==> src/rtl/mtp_pkg.sv <==
// mtp_pkg: shared types and constants for the MTP write controller and the
// power-up init sequencer.
//   mtp_wr_state_e : write controller states
//   ERR_*          : err_code values reported with wr_done
//   PTR_*          : well-known word pointers into the MTP array
//   ptr_in_range() : 1 when a word pointer lies inside the writable range
package mtp_pkg;

  typedef enum logic [3:0] {
    S_IDLE,
    S_CHK,
    S_ERASE,
    S_E_WAIT,
    S_PROG,
    S_P_WAIT,
    S_VRD,
    S_V_WAIT,
    S_DONE,
    S_FAIL
  } mtp_wr_state_e;

  localparam logic [1:0] ERR_OK  = 2'b00;
  localparam logic [1:0] ERR_VFY = 2'b01;
  localparam logic [1:0] ERR_TMO = 2'b10;
  localparam logic [1:0] ERR_OOR = 2'b11;

  localparam logic [4:0] PTR_LS  = 5'h04;
  localparam logic [4:0] PTR_KS  = 5'h05;
  localparam logic [4:0] PTR_PC  = 5'h07;
  localparam logic [4:0] PTR_EPC = 5'h08;

  localparam int unsigned EPC_MAX_WORDS = 6;
  // Last EPC word: 8 + 6 - 1 = 13.
  localparam logic [4:0] PTR_MAX = 5'd13;

  function automatic logic ptr_in_range(input logic [4:0] ptr);
    return (ptr <= PTR_MAX);
  endfunction

endpackage

==> src/rtl/mtp_op_timer.sv <==
// mtp_op_timer: 8-bit operation timeout counter, shared with the init
// sequencer.
//   init_clk, rst_n : clock, asynchronous active-low reset
//   clr             : synchronous clear (wins over inc)
//   inc             : count one cycle; saturates at 8'hFF
//   limit           : timeout value
//   cnt             : current count
//   expired         : cnt == limit
module mtp_op_timer (
  input  logic       init_clk,
  input  logic       rst_n,
  input  logic       clr,
  input  logic       inc,
  input  logic [7:0] limit,
  output logic [7:0] cnt,
  output logic       expired
);

  always_ff @(posedge init_clk or negedge rst_n) begin
    if (!rst_n) begin
      cnt <= '0;
    end else if (clr) begin
      cnt <= '0;
    end else if (inc && (cnt != '1)) begin
      cnt <= cnt + 8'd1;
    end
  end

  assign expired = (cnt == limit);

endmodule

==> src/rtl/mtp_write.sv <==
// mtp_write: one-word MTP write controller. Each accepted request runs
// erase -> program -> read-back verify, retrying on verify mismatch, and ends
// with a one-cycle wr_done plus an error code.
//
// Build option: MTP_WR_VERIFY_EN. When undefined the verify read and the
// retry loop are removed: op_done in P_WAIT completes the write and
// vrd_pulse stays 0.
//
// Parameters: MAX_RETRY  - program attempts allowed after the first failed verify
//             OP_TIMEOUT - wait-state cycles before an operation is aborted
// Ports:
//   init_clk, rst_n           : clock, asynchronous active-low reset
//   wr_req, wr_pointer, wr_data : write request pulse, word address, data
//   op_done, mtp_data         : MTP operation-complete pulse, read-back data
//   mtp_addr, mtp_wdata       : latched address and data to the MTP
//   erase_pulse, prog_pulse, vrd_pulse : one-cycle MTP strobes
//   wr_busy, wr_done, wr_err, err_code : status back to the command layer
module mtp_write
  import mtp_pkg::*;
#(
  parameter int unsigned MAX_RETRY  = 3,
  parameter logic [7:0]  OP_TIMEOUT = 8'd255
) (
  input  logic        init_clk,
  input  logic        rst_n,
  input  logic        wr_req,
  input  logic [4:0]  wr_pointer,
  input  logic [15:0] wr_data,
  input  logic        op_done,
  input  logic [15:0] mtp_data,
  output logic [4:0]  mtp_addr,
  output logic [15:0] mtp_wdata,
  output logic        erase_pulse,
  output logic        prog_pulse,
  output logic        vrd_pulse,
  output logic        wr_busy,
  output logic        wr_done,
  output logic        wr_err,
  output logic [1:0]  err_code
);

  mtp_wr_state_e state, state_d;

  logic       accept;
  logic       erase_d, prog_d, done_d, err_set;
  logic       tmr_clr, tmr_inc, tmr_expired;
  logic [1:0] fail_code, fail_code_d;
  logic [7:0] unused_tmr_cnt;

`ifdef MTP_WR_VERIFY_EN
  localparam int unsigned RETRY_W = (MAX_RETRY > 0) ? $clog2(MAX_RETRY + 1) : 1;
  logic [RETRY_W-1:0] retry_cnt;
  logic               retry_inc;
  logic               vrd_d;
`else
  logic [15:0] unused_mtp_data;
  assign unused_mtp_data = mtp_data;
`endif

  mtp_op_timer u_op_timer (
    .init_clk (init_clk),
    .rst_n    (rst_n),
    .clr      (tmr_clr),
    .inc      (tmr_inc),
    .limit    (OP_TIMEOUT),
    .cnt      (unused_tmr_cnt),
    .expired  (tmr_expired)
  );

  always_ff @(posedge init_clk or negedge rst_n) begin
    if (!rst_n) state <= S_IDLE;
    else        state <= state_d;
  end

  always_comb begin
    state_d     = state;
    accept      = 1'b0;
    erase_d     = 1'b0;
    prog_d      = 1'b0;
    done_d      = 1'b0;
    err_set     = 1'b0;
    tmr_clr     = 1'b0;
    tmr_inc     = 1'b0;
    fail_code_d = fail_code;
`ifdef MTP_WR_VERIFY_EN
    vrd_d       = 1'b0;
    retry_inc   = 1'b0;
`endif
    case (state)
      S_IDLE: begin
        if (wr_req) begin
          accept  = 1'b1;
          state_d = S_CHK;
        end
      end
      S_CHK: begin
        if (!ptr_in_range(mtp_addr)) begin
          fail_code_d = ERR_OOR;
          state_d     = S_FAIL;
        end else begin
          state_d = S_ERASE;
        end
      end
      S_ERASE: begin
        erase_d = 1'b1;
        tmr_clr = 1'b1;
        state_d = S_E_WAIT;
      end
      S_E_WAIT: begin
        tmr_inc = 1'b1;
        // op_done is checked first so it wins over a same-cycle timeout.
        if (op_done) begin
          state_d = S_PROG;
        end else if (tmr_expired) begin
          fail_code_d = ERR_TMO;
          state_d     = S_FAIL;
        end
      end
      S_PROG: begin
        prog_d  = 1'b1;
        tmr_clr = 1'b1;
        state_d = S_P_WAIT;
      end
      S_P_WAIT: begin
        tmr_inc = 1'b1;
        if (op_done) begin
`ifdef MTP_WR_VERIFY_EN
          state_d = S_VRD;
`else
          state_d = S_DONE;
`endif
        end else if (tmr_expired) begin
          fail_code_d = ERR_TMO;
          state_d     = S_FAIL;
        end
      end
`ifdef MTP_WR_VERIFY_EN
      S_VRD: begin
        vrd_d   = 1'b1;
        tmr_clr = 1'b1;
        state_d = S_V_WAIT;
      end
      S_V_WAIT: begin
        tmr_inc = 1'b1;
        if (op_done) begin
          if (mtp_data == mtp_wdata) begin
            state_d = S_DONE;
          end else if (retry_cnt < RETRY_W'(MAX_RETRY)) begin
            retry_inc = 1'b1;
            state_d   = S_ERASE;
          end else begin
            fail_code_d = ERR_VFY;
            state_d     = S_FAIL;
          end
        end else if (tmr_expired) begin
          fail_code_d = ERR_TMO;
          state_d     = S_FAIL;
        end
      end
`endif
      S_DONE: begin
        done_d  = 1'b1;
        state_d = S_IDLE;
      end
      S_FAIL: begin
        done_d  = 1'b1;
        err_set = 1'b1;
        state_d = S_IDLE;
      end
      default: state_d = S_IDLE;
    endcase
  end

  // The failing code is parked in fail_code on the way into FAIL so that
  // err_code and wr_err change together with wr_done.
  always_ff @(posedge init_clk or negedge rst_n) begin
    if (!rst_n) begin
      erase_pulse <= 1'b0;
      prog_pulse  <= 1'b0;
      wr_busy     <= 1'b0;
      wr_done     <= 1'b0;
      wr_err      <= 1'b0;
      err_code    <= ERR_OK;
      fail_code   <= ERR_OK;
      mtp_addr    <= '0;
      mtp_wdata   <= '0;
    end else begin
      erase_pulse <= erase_d;
      prog_pulse  <= prog_d;
      wr_done     <= done_d;
      wr_busy     <= accept || (state != S_IDLE);
      fail_code   <= fail_code_d;
      if (accept) begin
        mtp_addr  <= wr_pointer;
        mtp_wdata <= wr_data;
        wr_err    <= 1'b0;
        err_code  <= ERR_OK;
      end else if (err_set) begin
        wr_err   <= 1'b1;
        err_code <= fail_code;
      end
    end
  end

`ifdef MTP_WR_VERIFY_EN
  always_ff @(posedge init_clk or negedge rst_n) begin
    if (!rst_n) begin
      vrd_pulse <= 1'b0;
      retry_cnt <= '0;
    end else begin
      vrd_pulse <= vrd_d;
      if (accept)         retry_cnt <= '0;
      else if (retry_inc) retry_cnt <= retry_cnt + 1'b1;
    end
  end
`else
  assign vrd_pulse = 1'b0;
`endif

endmodule

==> config.mk <==
export PLATFORM = sky130hd
export DESIGN_NAME = mtp_write
export DESIGN_NICKNAME = d
export VERILOG_FILES = /design/src/rtl/mtp_pkg.sv /design/src/rtl/mtp_op_timer.sv /design/src/rtl/mtp_write.sv
export SDC_FILE = /design/constraint.sdc
export NUM_CORES = 1
export LEC_CHECK = 0
export BUFFER_PORTS_ARGS = -buffer_cell sky130_fd_sc_hd__buf_2
export CORE_AREA = 2 2 77 79
export DETAILED_ROUTE_END_ITERATION = 12
export DIE_AREA = 0 0 79 81
export PLACE_DENSITY_LB_ADDON = 0.05
export SYNTH_ARGS = -nofsm -noshare
export SYNTH_HDL_FRONTEND = slang
export SYNTH_SLANG_ARGS = --single-unit
==> constraint.sdc <==
create_clock -name init_clk -period 2.36 [get_ports init_clk]
set_clock_uncertainty 0.15 [all_clocks]
set_input_delay 0.236 -clock init_clk [delete_from_list [all_inputs] [get_ports init_clk]]
set_output_delay 0.236 -clock init_clk [all_outputs]
set_load 0.005 [all_outputs]
After elaboration in Yosys (flattened, before gate mapping)
Index checks and enable logic that the tools add are counted.
Widths: inputs -> output; s select.
{ "op_classes": {"n_mux": 24, "n_eq_ne": 13, "n_addsub": 1, "reduce_logical": 11, "n_lt_le_gt_ge": 1} }
{ "ops": {"columns": ["op", "count"], "rows": [
  ["$pmux 4 s6", 1],
  ["$mux 4", 5],
  ["$mux 8", 2],
  ["$mux 1", 10],
  ["$mux 2", 5],
  ["$add 8x1->8 const B", 1],
  ["$eq 4x2->1 const B", 2],
  ["$eq 4x3->1 const B", 2],
  ["$eq 4x4->1 const B", 2],
  ["$eq 8x8->1 const B", 1],
  ["$ne 8x8->1 const B", 1],
  ["$ne 2x2->1 const B", 3],
  ["$reduce_bool 2->1", 3],
  ["$reduce_or 2->1", 3],
  ["$le 5x4->1 const B", 1],
  ["$eq 4x1->1 const B", 1],
  ["$logic_not 4->1", 1],
  ["$pmux 2 s2", 1],
  ["$reduce_and 4->1", 1],
  ["$reduce_bool 4->1", 1],
  ["$ne 2x1->1 const B", 1],
  ["$logic_and 1x1->1", 1],
  ["$logic_or 1x1->1", 1]
]} }
{ "word_totals": {"out_inout_bits": 29, "wordCells": 61, "reg_bits": 42} }

Depth between registers and ports, before layout
Gate-level depths: netlist of the first run.
{ "logic_depth": {"word_depth": 6, "depth_mapped": 6, "depth_no_buf": 5} }

Modules after synthesis
From an unflattened synthesis of the first run, not the netlist that was laid out.
{ "unflattened": {"cells_unflattened": 167, "area_unflattened_um2": 2118.3} }
{ "by_module_without_submodules": {"columns": ["mod", "area_per_inst_um2", "seq_area_each_um2", "n_inst", "cells_each"], "rows": [
  ["mtp_write", 1515.2, 850.8, 1, 108],
  ["mtp_op_timer", 603.1, 200.2, 1, 59]
]} }

Worst setup path after synthesis of the first run
OpenSTA, ideal clock, no wires.
{ "synth_path": {"kind": "register to register", "startpoint": "register state[1]", "endpoint": "register mtp_wdata[0]", "t_required_ps": 2085, "period_less_slack_ps": 1745, "slack_ps": 615, "t_arrival_ps": 1470, "stages_incl_launch_ff": 6, "n_path_buf": 2, "cell_sequence": "dfrtp_1 > buf_6 > nor4_1 > nand2_1 > buf_6 > mux2_4"} }
{ "synth_via": {"elab_chain_cells": 2} }
{ "synth_rtl": {"columns": ["item", "line_no", "source"], "rows": [
  ["from (decl)", "mtp_write.sv:42", "mtp_wr_state_e state, state_d;"],
  ["from (signal assigned)", "mtp_write.sv:72", "else state <= state_d;"],
  ["$logic_not 4->1", "mtp_write.sv:89", "case (state)"],
  ["$mux 1", "mtp_write.sv:89", null],
  ["to (signal assigned)", "mtp_write.sv:195", "mtp_wdata <= wr_data;"],
  ["to (decl)", "mtp_write.sv:32", "output logic [15:0] mtp_wdata,"]
]} }
Every way passes these cells.
A chain may end at the register's enable or synchronous reset.

Final worst setup path of the first run
{ "layout_path": {"startpoint": "register state[1]", "endpoint": "register mtp_wdata[7]"} }
Same word-level chain as after synthesis.

==> impl.org, run 1 <==
** GRT
- Number of global-route vias before repair :: 1,234
- Entering global routing, the biggest net connects 25 pins.
- The first global-routing pass estimated 5816 microns of wire.
- Global Route Usage Sum :: 11.58%
- The total overflow left after global routing is 0.
- Initial antenna violation count :: 0

** STA
- FMAX :: 538.8 MHz
- The max-slew violation count is 0.
- After layout, the worst path uses 78.64% of the clock period.
- Shortest clock period the worst path allows after layout :: 1.856 ns
- After routing, the total negative slack on setup checks comes to 0 ns.
- Final setup fails :: 0
- Setup repair after global routing left no endpoint under its margin.
- Hold is met by 0.02826 ns.
- The final count of hold timing violations came to 0.

** Setup path
- Destination of the worst register-to-register timing path :: mtp_wdata[7]$_DFFE_PN0P_
- For the worst setup path, the data required time is 2.38 ns.
- Source of the critical timing path :: state[1]$_DFFE_PN0P_
- The most critical setup path has its endpoint at mtp_wdata[7]$_DFFE_PN0P_.
- Critical path arrival :: 1.88 ns
- Slack of the worst reg-to-reg path :: 0.50 ns
- The worst register-to-register path begins at state[1]$_DFFE_PN0P_.
- Startpoint-to-endpoint class of the critical path :: flop to flop
- Critical path fanouts, max :: 24
- Startpoint class of the critical path :: flop
- Kind of capture point of the worst setup path :: flop
- The worst register-to-register path has a depth of 4.

** Worst hold path
- The path class of the tightest hold or removal check is input port to flop.
- In this run the most critical hold path is launched from wr_req.

** Yosys
- Synth async-reset ratio :: 100.0%
- Sequential cells were found to cover 56.34% of the synthesized design area.
- Mean Syn Cell Area :: 12.96 sq um
- Number of enable flip-flop cells after synthesis :: 0
- Synth Warn # :: 0
- In the synthesized netlist the dominant register cell turns out to be sky130_fd_sc_hd__dfrtp_1.
- Synthesized area :: 0.001866 sq mm
- Post-Synthesis Cells :: 144
- Synthesis produced a netlist with a net count of 186.
- Synthesis inferred 42 register bits.
- Yosys mapped the design onto 37 distinct sky130hd cell types.

** Layout
- Proportion of layout cells with a drive suffix above 1 :: 44.28%
- Compared with the post-synthesis result, the final layout area differs by 25.55%.
- Total Nets Final :: 242
- Final antenna diode count :: 0

** Routing
- Post-DR vias/cell :: 4.696
- For this block, the initial DRC count from the detailed router was 80.
- After detailed routing, the average wire length per cell comes to 13.11 microns.
- In this run the remaining antenna-violating nets after routing total 0.
- Vias after detailed routing :: 1,296
- The routed design has 3619 microns of wire.
- After detailed routing, the number of remaining DRC violations is 0.
- Drt pass-1 iters :: 4

** CTS
- Level count of the clock H-tree :: 2
- Once the clock tree was built, the resizer swapped 0 gates to a different size.
- CTS sink cnt :: 42
- Clock network latency to the later pin of the worst-skew pair :: 0.28 ns
- After clock tree synthesis, the flow added hold-fix buffers numbering 1.
- Once the clock tree was built, the setup fixing pass inserted 0 buffers.
- The clock passes through at most 2 buffers.
- TritonCTS buffer count :: 5
- Clock-pin slew was measured on the worst setup and hold paths at 0.08 ns.
- Clock tree synthesis selected as its root buffer the cell sky130_fd_sc_hd__clkbuf_8.
- TritonCTS built the clock tree.

** Placement
- The congestion estimate from routability-driven global placement came to 0.7571.
- Count of port buffers added during placement :: 52
- The HPWL after detailed placement is 2596 microns.

** Run
- Max-cap check violation count :: 0

** Power
- The worst-case IR drop observed on VDD is 0.4432 mV.
- The analysis attributes to cell leakage a power of 1.136 nW.
- Cell Pwr Density :: 1245 mW/mm^2

** Floorplan
- Standard-cell rows :: 28
- # IOs :: 70
- Die footprint :: 0.006399 sq mm
- In this run the standard cell core region covers 0.005675 sq mm.
- In this run the horizontal extent of the chip is 79 microns.
- The initial utilization of the core area, before any placement, comes to 32.87%.
- From bottom edge to top edge, the die measures 81 microns.

** Outcome
- The flow ran to the end, and the final reports show no timing, DRC or antenna violations.
-- logic make-up after synthesis --
kind of cell | after synthesis | share of synthesized area, %
xor+xnor | 2 | 1.342
compound gates | 27 | 9.859
buf+inv | 10 | 3.621
other cells | 1 | 0.2010
fa+ha+maj | 1 | 0.6706
flops | 42 | 56.34
simple gates | 39 | 11.34
mux | 22 | 16.63
-- area by class of cell --
class | instances | area (sq um)
clock inverters | 2 | 60.06
well taps | 75 | 93.84
flip-flops and latches | 42 | 1051
inverters | 2 | 7.507
fillers | 559 | 3333
clock buffers | 6 | 82.58
multi-input cells | 92 | 747.0
repair buffers | 57 | 300.3
-- worst min path at each step --
stage	endpoint	slack, ns	cells past startpoint
5_1_grt	mtp_wdata[2]$_DFFE_PN0P_	0.009	2
6_report	wr_busy$_DFF_PN0_	0.03	2
3_5_place_dp	mtp_wdata[10]$_DFFE_PN0P_	0.06	1
3_3_place_gp	mtp_wdata[11]$_DFFE_PN0P_	0.05	1
4_1_cts	mtp_wdata[8]$_DFFE_PN0P_	0.02	2
2_1_floorplan	erase_pulse$_DFF_PN0_	-0.21	0
-- cells in the final DEF, fill, tap and decap left out, types with 3 or more instances in the layout --
cell type                  synthesis  routed
sky130_fd_sc_hd__o211ai_1          3       3
sky130_fd_sc_hd__nand3_1           6       6
sky130_fd_sc_hd__a21oi_1           6       6
sky130_fd_sc_hd__or4_1             4       4
sky130_fd_sc_hd__o31ai_1           6       6
sky130_fd_sc_hd__buf_4             1       4
sky130_fd_sc_hd__buf_2             3      52
sky130_fd_sc_hd__nand2_1          10      10
sky130_fd_sc_hd__mux2_4           17      17
sky130_fd_sc_hd__clkbuf_8          0       6
sky130_fd_sc_hd__mux2_2            4       4
sky130_fd_sc_hd__dfrtp_1          42      42
sky130_fd_sc_hd__nor2_1            6       6
sky130_fd_sc_hd__o21ai_0           5       5
-- metal layers --
metal / up-vias / part of all wire [%] / GRT usage (%)
met5: - / 0 / 0
met3: 5 / 6.0 / 2.444
li1: 629 / - / -
met1: 622 / 50 / 16.32
met4: 0 / 1.6 / 5.690
met2: 40 / 43 / 16.95
-- flip-flops by register name, indices dropped and copies added (netlist names) --
signal          flops
prog_pulse          1
u_op_timer.cnt      8
erase_pulse         1
fail_code           2
wr_done             1
state               4
wr_err              1
wr_busy             1
err_code            2
mtp_addr            5
mtp_wdata          16
-- cells in the mapped netlist (all sizes together), types with 2 or more instances --
cell type  number  area [sq um]
nor2            6         22.52
nand2b          2         12.51
or4             4         30.03
o211ai          3         22.52
nand2          10         37.54
nand3           6         30.03
o31ai           6         45.04
dfrtp          42          1051
a21oi           6         30.03
inv             2         7.510
buf             7         56.30
mux2           21         300.3
xor2            2         25.03
o21ai           5         25.02
a31oi           2         12.51
nor4b           2         17.52
or2             2         12.51
-- worst max-delay path, cell delays in order (launching register included) --
cell	delay [ns]
sky130_fd_sc_hd__dfrtp_1	0.51
sky130_fd_sc_hd__nor4_1	0.38
sky130_fd_sc_hd__nand2_1	0.10
sky130_fd_sc_hd__buf_4	0.26
sky130_fd_sc_hd__mux2_4	0.34
-- through the flow --
step                util (%)  power [mW]  area (sq um)  instances  setup slack [ns]
finish                 41.27       2.917          2342        276            0.5040
global route           41.27       3.122          2342        276            0.3615
CTS                    41.27       2.960          2342        276            0.4856
detailed placement     38.58       2.254          2190        267            0.4883
global placement       38.58       2.242          2190        267            0.5067
floorplan                  -       1.906          1866        144            0.6153
-- report_power, final --
group | internal [mW] | switching, mW
registers | 0.993 | 0.198
clock network | 0.451 | 0.235
logic | 0.610 | 0.429
No activity file was read; power rests on OpenSTA's default activity.
==> inputs of run 2 (changes only) <==
- ABC_AREA: not set -> 1
- clock period: 2.36 -> 1.6 ns (I/O delays scaled with it)
==> impl.org, run 2 <==
** STA
- The max-slew violation count came to 0.
- Final hold viol count :: 0
- FMAX :: 661.3 MHz
- Setup TNS :: 0 ns
- WHS :: 0.05680 ns
- Final setup fails :: 0
- The worst path meets setup with 0.08788 ns of slack.
- Final critical-path share of the clock period :: 94.51%
- Shortest clock period the worst path allows after layout :: 1.512 ns

** Floorplan
- X dimension of the die :: 79 microns
- # IOs :: 70
- The die covers 0.006399 sq mm.
- Placeable core region :: 0.005675 sq mm
- Standard-cell rows :: 28
- Die Span Y :: 81 microns
- Starting density of the core :: 33.64%

** Routing
- Final antenna-violating net count :: 0
- The final route contains 1,751 vias.
- After detailed routing, the number of remaining DRC violations is 0.
- Routed wire length :: 4595 microns
- DRC violation total after the first TritonRoute iteration :: 41
- Before antenna repair, the detailed router went through 4 iterations.
- Using the TritonRoute via totals, the vias-per-cell ratio works out to 4.302.
- Routed length per instance :: 11.29 microns

** Setup path
- On the worst path, the slowest cell contributes a delay of 0.42 ns.
- STA puts the critical path data arrival time at 1.54 ns.
- Data on the critical path is required at its endpoint by 1.63 ns.
- The signal on the critical path passes through inv_2 -> nand2_2 -> nor3_4 -> nand2_4 -> buf_4 -> nand3_1 -> o21ai_0.
- The critical path is of the flop to flop type.
- STA classifies the critical path endpoint as a flop.
- Reg2Reg Launch Point :: state[2]$_DFFE_PN0P_
- The worst setup path is launched from a flop.
- The number of cells on the worst reg-to-reg path is 7.
- In this run the critical register-to-register path is captured at err_code[1]$_DFFE_PN0P_.
- Critical path fanouts, max :: 8
- For flop-to-flop paths, the worst setup slack is 0.09 ns.
- CP max stage cell :: sky130_fd_sc_hd__dfrtp_1

** Yosys
- Proportion of synthesized chip area in sequential cells :: 55.05%
- Summing every instance area after synthesis gives 0.001909 sq mm.
- Commonest cells in the netlist :: 105 x sky130_fd_sc_hd__nand2_1, 42 x sky130_fd_sc_hd__dfrtp_1, 20 x sky130_fd_sc_hd__inv_1
- Synth Warn # :: 0
- Synthesis produced a netlist with a net count of 275.
- Synth async-reset ratio :: 100.0%
- Dominant register cell in the synthesized netlist :: sky130_fd_sc_hd__dfrtp_1
- The share of synthesized area in the top cell type comes to 55.05%.
- Most used standard cell by instance count after synthesis :: sky130_fd_sc_hd__nand2_1
- Cell variety after synth :: 24
- Post-Synthesis Cells :: 233
- Number of enable flip-flop cells after synthesis :: 0
- The synthesized design contains 42 register bits.
- sky130_fd_sc_hd__dfrtp_1 takes more of the synthesized area than any other cell.
- The average instance in the mapped netlist occupies 8.195 sq um.
- In the post-synthesis netlist, the biggest area contributors are sky130_fd_sc_hd__dfrtp_1 55%, sky130_fd_sc_hd__nand2_1 21%, sky130_fd_sc_hd__inv_1 3.9%, sky130_fd_sc_hd__nand3_1 2.6%, sky130_fd_sc_hd__nand4_1 2.0%.

** Worst hold path
- Worst Hold Path Cells :: 4
- The startpoint identified for the worst hold timing path is op_done.
- The path with the worst hold slack has its endpoint at fail_code[1]$_DFFE_PN0P_.
- In this run the worst hold path is classified as input port to flop.

** Layout
- Most common cell after layout, fill and taps aside :: sky130_fd_sc_hd__nand2_1
- Final antenna diode count :: 0
- Relative to the synthesized area, the layout overhead comes to 49.41%.
- The post-route netlist has 31.93% of its cells at a drive strength greater than 1.
- Most frequent cells in the layout :: 101 x sky130_fd_sc_hd__nand2_1, 52 x sky130_fd_sc_hd__buf_2, 40 x sky130_fd_sc_hd__dfrtp_1
- Number of flip-flops in the largest register :: 16
- Non-Filler Cell Area, Final :: 0.002853 sq mm
- For this run, the share of the core covered by cells in the final layout is 50.26%.
- Total Nets Final :: 373
- Largest registers ranked by flip-flop count :: mtp_wdata: 16 flops, u_op_timer.cnt: 8 flops, mtp_addr: 5 flops
- Fin cells :: 407
- Register bank with the most flops :: mtp_wdata

** CTS
- In this run, CTS created clock tree buffers numbering 5.
- The H-tree was split into 2 levels.
- Clock tree root driver cell :: sky130_fd_sc_hd__clkbuf_8
- At the later pin of the worst-skew pair, clock insertion delay measures 0.29 ns.
- CTS sink cnt :: 42
- TritonCTS built the clock tree.
- Clock transition at the registers of the reported paths :: 0.08 ns
- The longest clock path from root to sink contains 2 buffers.

** Placement
- Standard cell area after detailed placement :: 0.002364 sq mm
- Prior to clock tree synthesis, the placed netlist has a worst setup slack of 0.04824 ns.
- Including well taps, the total number of placed cells is 369.
- Placer's final routability congestion estimate :: 0.8117
- Count of port buffers added during placement :: 52
- Once detailed placement completed, the half-perimeter wirelength came to 2955 microns.

** Power
- Total power draw :: 4.637 mW
- P_leak :: 1.569 nW
- In this run the power density over the cells is 1625 mW/mm^2.
- VDD sags by at most 0.6914 mV.

** GRT
- For this run the aggregate overflow at the end of global routing stands at 0.
- Number of global-route vias before repair :: 1,623
- Entering global routing, the biggest net connects 43 pins.
- Initial antenna violation count :: 0
- Wire length of the first global-routing pass :: 7300 microns
- For this run, the total global-route usage over all layers was measured as 14.45%.

** Outcome
- The flow ran to the end, and the final reports show no timing, DRC or antenna violations.

** Run
- The tool flagged a number of max-cap violations equal to 0.
-- run 2: changes by cell type after synthesis, moves of 5 or more --
cell	change
sky130_fd_sc_hd__mux2_4	-17
sky130_fd_sc_hd__nand4_1	+5
sky130_fd_sc_hd__inv_2	+5
sky130_fd_sc_hd__nand2_1	+95
sky130_fd_sc_hd__o31ai_1	-6
sky130_fd_sc_hd__inv_1	+18
-- run 2: critical path: cells and delay by family (launching register included) --
kind | cells | cell delay, ns
and+or+nand+nor | 4 | 0.49
DFF | 1 | 0.42
buffers and inverters | 2 | 0.27
AOI/OAI and AO/OA | 1 | 0.07
-- run 2: area by class of cell --
type	count	area, sq um
fillers	560	2823
flip-flops and latches	42	1054
repair buffers	98	748.2
multi-input cells	158	743.2
inverters	26	107.6
well taps	75	93.84
clock buffers	7	76.32
clock inverters	1	30.03
-- run 2: where the power goes --
part	internal (mW)	total [mW]	switching, mW	leakage, nW
Combinational	1.01	2.08	1.07	0.984
Sequential	1.47	1.73	0.265	0.532
Clock	0.467	0.820	0.353	0.0524
-- run 2: cell families after synthesis --
family | share of synthesized area, %
other | 0.1964
adder cells (fa/ha/maj) | 0.6552
flip-flops | 55.05
buffers and inverters | 7.733
AO/OA/AOI/OAI | 4.325
XOR/XNOR | 0.4588
AND/OR/NAND/NOR | 31.59
-- run 2: per-layer routing --
layer	GRT usage, %	up-vias	share of wire (%)
met5	0	-	0
met4	4.655	0	1.2
met3	3.333	5	4.6
met2	23.22	45	45
met1	19.44	782	49
li1	-	919	-
-- run 2: worst max path at each step --
stage	startpoint	endpoint	cells after the start
5_1_grt	state[2]$_DFFE_PN0P_	u_op_timer.cnt[1]$_DFFE_PN0P_	9
4_1_cts	u_op_timer.cnt[0]$_DFFE_PN0P_	u_op_timer.cnt[4]$_DFFE_PN0P_	9
6_report	state[2]$_DFFE_PN0P_	err_code[1]$_DFFE_PN0P_	7
3_3_place_gp	u_op_timer.cnt[0]$_DFFE_PN0P_	u_op_timer.cnt[4]$_DFFE_PN0P_	9
3_5_place_dp	u_op_timer.cnt[0]$_DFFE_PN0P_	u_op_timer.cnt[6]$_DFFE_PN0P_	9
2_1_floorplan	u_op_timer.cnt[0]$_DFFE_PN0P_	u_op_timer.cnt[5]$_DFFE_PN0P_	9
-- run 2: repair_timing --
item | in CTS | in global routing
hold endpoints to repair | 64 | 0
hold buffers | 23 | 0
buffers inserted | 0 | 4
resized for setup | 0 | 19
setup endpoints to repair | 0 | 30
==> inputs of run 3 (changes only) <==
- CORE_AREA: 2 2 77 79 -> 2 2 74 83
- DIE_AREA: 0 0 79 81 -> 0 0 76 85
==> impl.org, run 3 (same netlist as run 2, synthesis figures left out) <==
** Worst hold path
- Worst Hold Path Cells :: 4
- Class of the tightest hold or removal check :: input port to flop

** Layout
- Most frequent cells in the layout :: 101 x sky130_fd_sc_hd__nand2_1, 52 x sky130_fd_sc_hd__buf_2, 39 x sky130_fd_sc_hd__dfrtp_1
- The post-route netlist has 31.00% of its cells at a drive strength greater than 1.
- The area growth from synthesis to layout is 45.02%.
- Total Nets Final :: 370
- The largest registers in the layout are mtp_wdata: 16 flops, u_op_timer.cnt: 8 flops, mtp_addr: 5 flops.
- Most common cell after layout, fill and taps aside :: sky130_fd_sc_hd__nand2_1
- Counting flops per register, the top entry is mtp_wdata.
- Number of flip-flops in the largest register :: 16
- The number of antenna diodes in the final layout is 0.

** Setup path
- On the worst path, the slowest cell contributes a delay of 0.43 ns.
- STA classifies the critical path endpoint as a flop.
- Cell breakdown of the critical path :: inv_1 -> nand2_2 -> nor3_4 -> nand2_2 -> inv_4 -> clkbuf_16 -> nand2_1 -> nand2_1
- STA classifies the critical path startpoint as a flop.
- Across all register-to-register paths, the minimum setup slack is 0.09 ns.
- Cell depth of the worst flop-to-flop path :: 8
- CP max stage cell :: sky130_fd_sc_hd__dfrtp_2
- The worst setup path is of the flop to flop kind.
- Required time at the worst-slack endpoint :: 1.68 ns
- Along the worst path, the maximum fanout reaches 11.
- At the worst endpoint, the arrival time is 1.59 ns.
- Delay-heaviest family, CP :: simple AND/OR/NAND/NOR gates
- Total buffers and inverters traversed by the critical path :: 3
- Number of stages on the worst setup path :: 8

** Placement
- Placer's final routability congestion estimate :: 0.8252
- DPL Wire Length :: 3012 microns
- The count of buffers added on input and output ports is 52.

** CTS
- Clock tree synthesis selected as its root buffer the cell sky130_fd_sc_hd__clkbuf_8.
- Clock-pin slew was measured on the worst setup and hold paths at 0.08 ns.
- Clock network latency to the later pin of the worst-skew pair :: 0.29 ns
- Clock tree from TritonCTS :: done
- The H-tree was split into 2 levels.
- CTS sink cnt :: 42
- The number of clock buffers added by TritonCTS is 5.
- Counting along the longest clock path gives a buffer depth of 2.

** Power
- Summed over all cells, the static leakage comes to 1.526 nW.
- Cell Pwr Density :: 1577 mW/mm^2
- Maximum vdd ir drop :: 0.8228 mV
- Total power draw :: 4.366 mW

** GRT
- Wire length of the first global-routing pass :: 7610 microns
- Remaining global-route overflow :: 0
- Entering global routing, the biggest net connects 43 pins.
- Global routing used 14.72% of the available tracks.
- The number of global-route vias before repair is 1,690.
- Initial antenna violation count :: 0

** Routing
- Vias after detailed routing :: 1,746
- For this run, design rule violations remaining after detail routing come to 0.
- Dividing the detail-routed wire length by the instance count gives 11.35 microns.
- DRC violation total after the first TritonRoute iteration :: 80
- Wires add up to 4607 microns.
- Dividing the detail-routed via count by the number of cells gives 4.300.
- In this run the remaining antenna-violating nets after routing total 0.
- Drt pass-1 iters :: 4

** Outcome
- Outcome :: completed

** Floorplan
- The die is 85 microns tall.
- Placeable core region :: 0.005624 sq mm
- In this run the count of I/O pins placed on the die edge is 70.
- Starting density of the core :: 33.95%
- The floorplan step defined a die boundary enclosing 0.006460 sq mm.
- The floorplan has 29 rows.
- X dimension of the die :: 76 microns

** STA
- Shortest clock period the worst path allows after layout :: 1.507 ns
- Timing would allow up to 663.5 MHz.
- Final setup fails :: 0
- Setup repair after global routing left no endpoint under its margin.
- Final slew viol count :: 0
- Final hold viol count :: 0
- Setup total negative slack on the finished layout was measured at 0 ns.
- In the finished design, the share of the clock period the worst path needs comes to 94.19%.

** Run
- Max-cap check violation count :: 0
==> run 3: area by class of cell <==
class | instances | area (sq um)
Clock buffer | 7 | 86.33
Fill cell | 546 | 2855
Inverter | 26 | 107.6
Multi-Input combinational cell | 158 | 732.0
Clock inverter | 1 | 5.005
Timing Repair Buffer | 95 | 686.9
Tap cell | 77 | 96.34
Sequential cell | 42 | 1055
==> run 3: repair_timing <==
item / in CTS / in global routing
endpoints found under the hold margin: 64 / 0
setup buffers: 0 / 4
hold buffers: 23 / 0
setup endpoints to repair: 4 / 33
gates resized for setup: 1 / 13
pin swaps: 0 / 5
cloned: 0 / 1
==> run 3: worst min-delay path: cells and delay by family <==
kind | cells | cell delay [ns]
compound gates | 1 | 0.06
simple gates | 2 | 0.14
buf+inv | 1 | 0.10
==> run 3: power by group <==
| group | switching, mW | internal (mW) |
|---|---|---|
| clock network | 0.362 | 0.348 |
| logic | 1.03 | 0.888 |
| registers | 0.265 | 1.47 |
==> run 3: per-stage QoR <==
stage               util (%)  area [sq um]  hold slack (ns)  cells  worst slack (ns)
global route           49.23          2769          0.07041    406          0.007253
detailed placement     41.94          2359         0.006453    370          0.009107
global placement       41.94          2359         0.008552    370           0.03644
CTS                    47.70          2683          0.03150    401          0.002296
floorplan                  -          1909          -0.2856    233           0.08544
finish                 49.23          2769          0.04578    406           0.09290
==> run 3: path summary, 6_finish.rpt <==
check | end | startpoint
max in group asynchronous | state[2]$_DFFE_PN0P_ | rst_n
min reg2reg | fail_code[1]$_DFFE_PN0P_ | fail_code[1]$_DFFE_PN0P_
min in group asynchronous | u_op_timer.cnt[1]$_DFFE_PN0P_ | rst_n
max reg2reg | mtp_wdata[6]$_DFFE_PN0P_ | state[2]$_DFFE_PN0P_
max | mtp_wdata[6]$_DFFE_PN0P_ | state[2]$_DFFE_PN0P_
min | fail_code[1]$_DFFE_PN0P_ | op_done
==> run 3: metal layers <==
metal  global-route usage, %  wire length, microns
met1                   18.24                  2161
met2                   24.51                  2134
met3                   4.043                   247
met4                   5.950                    63
met5                       0                     0
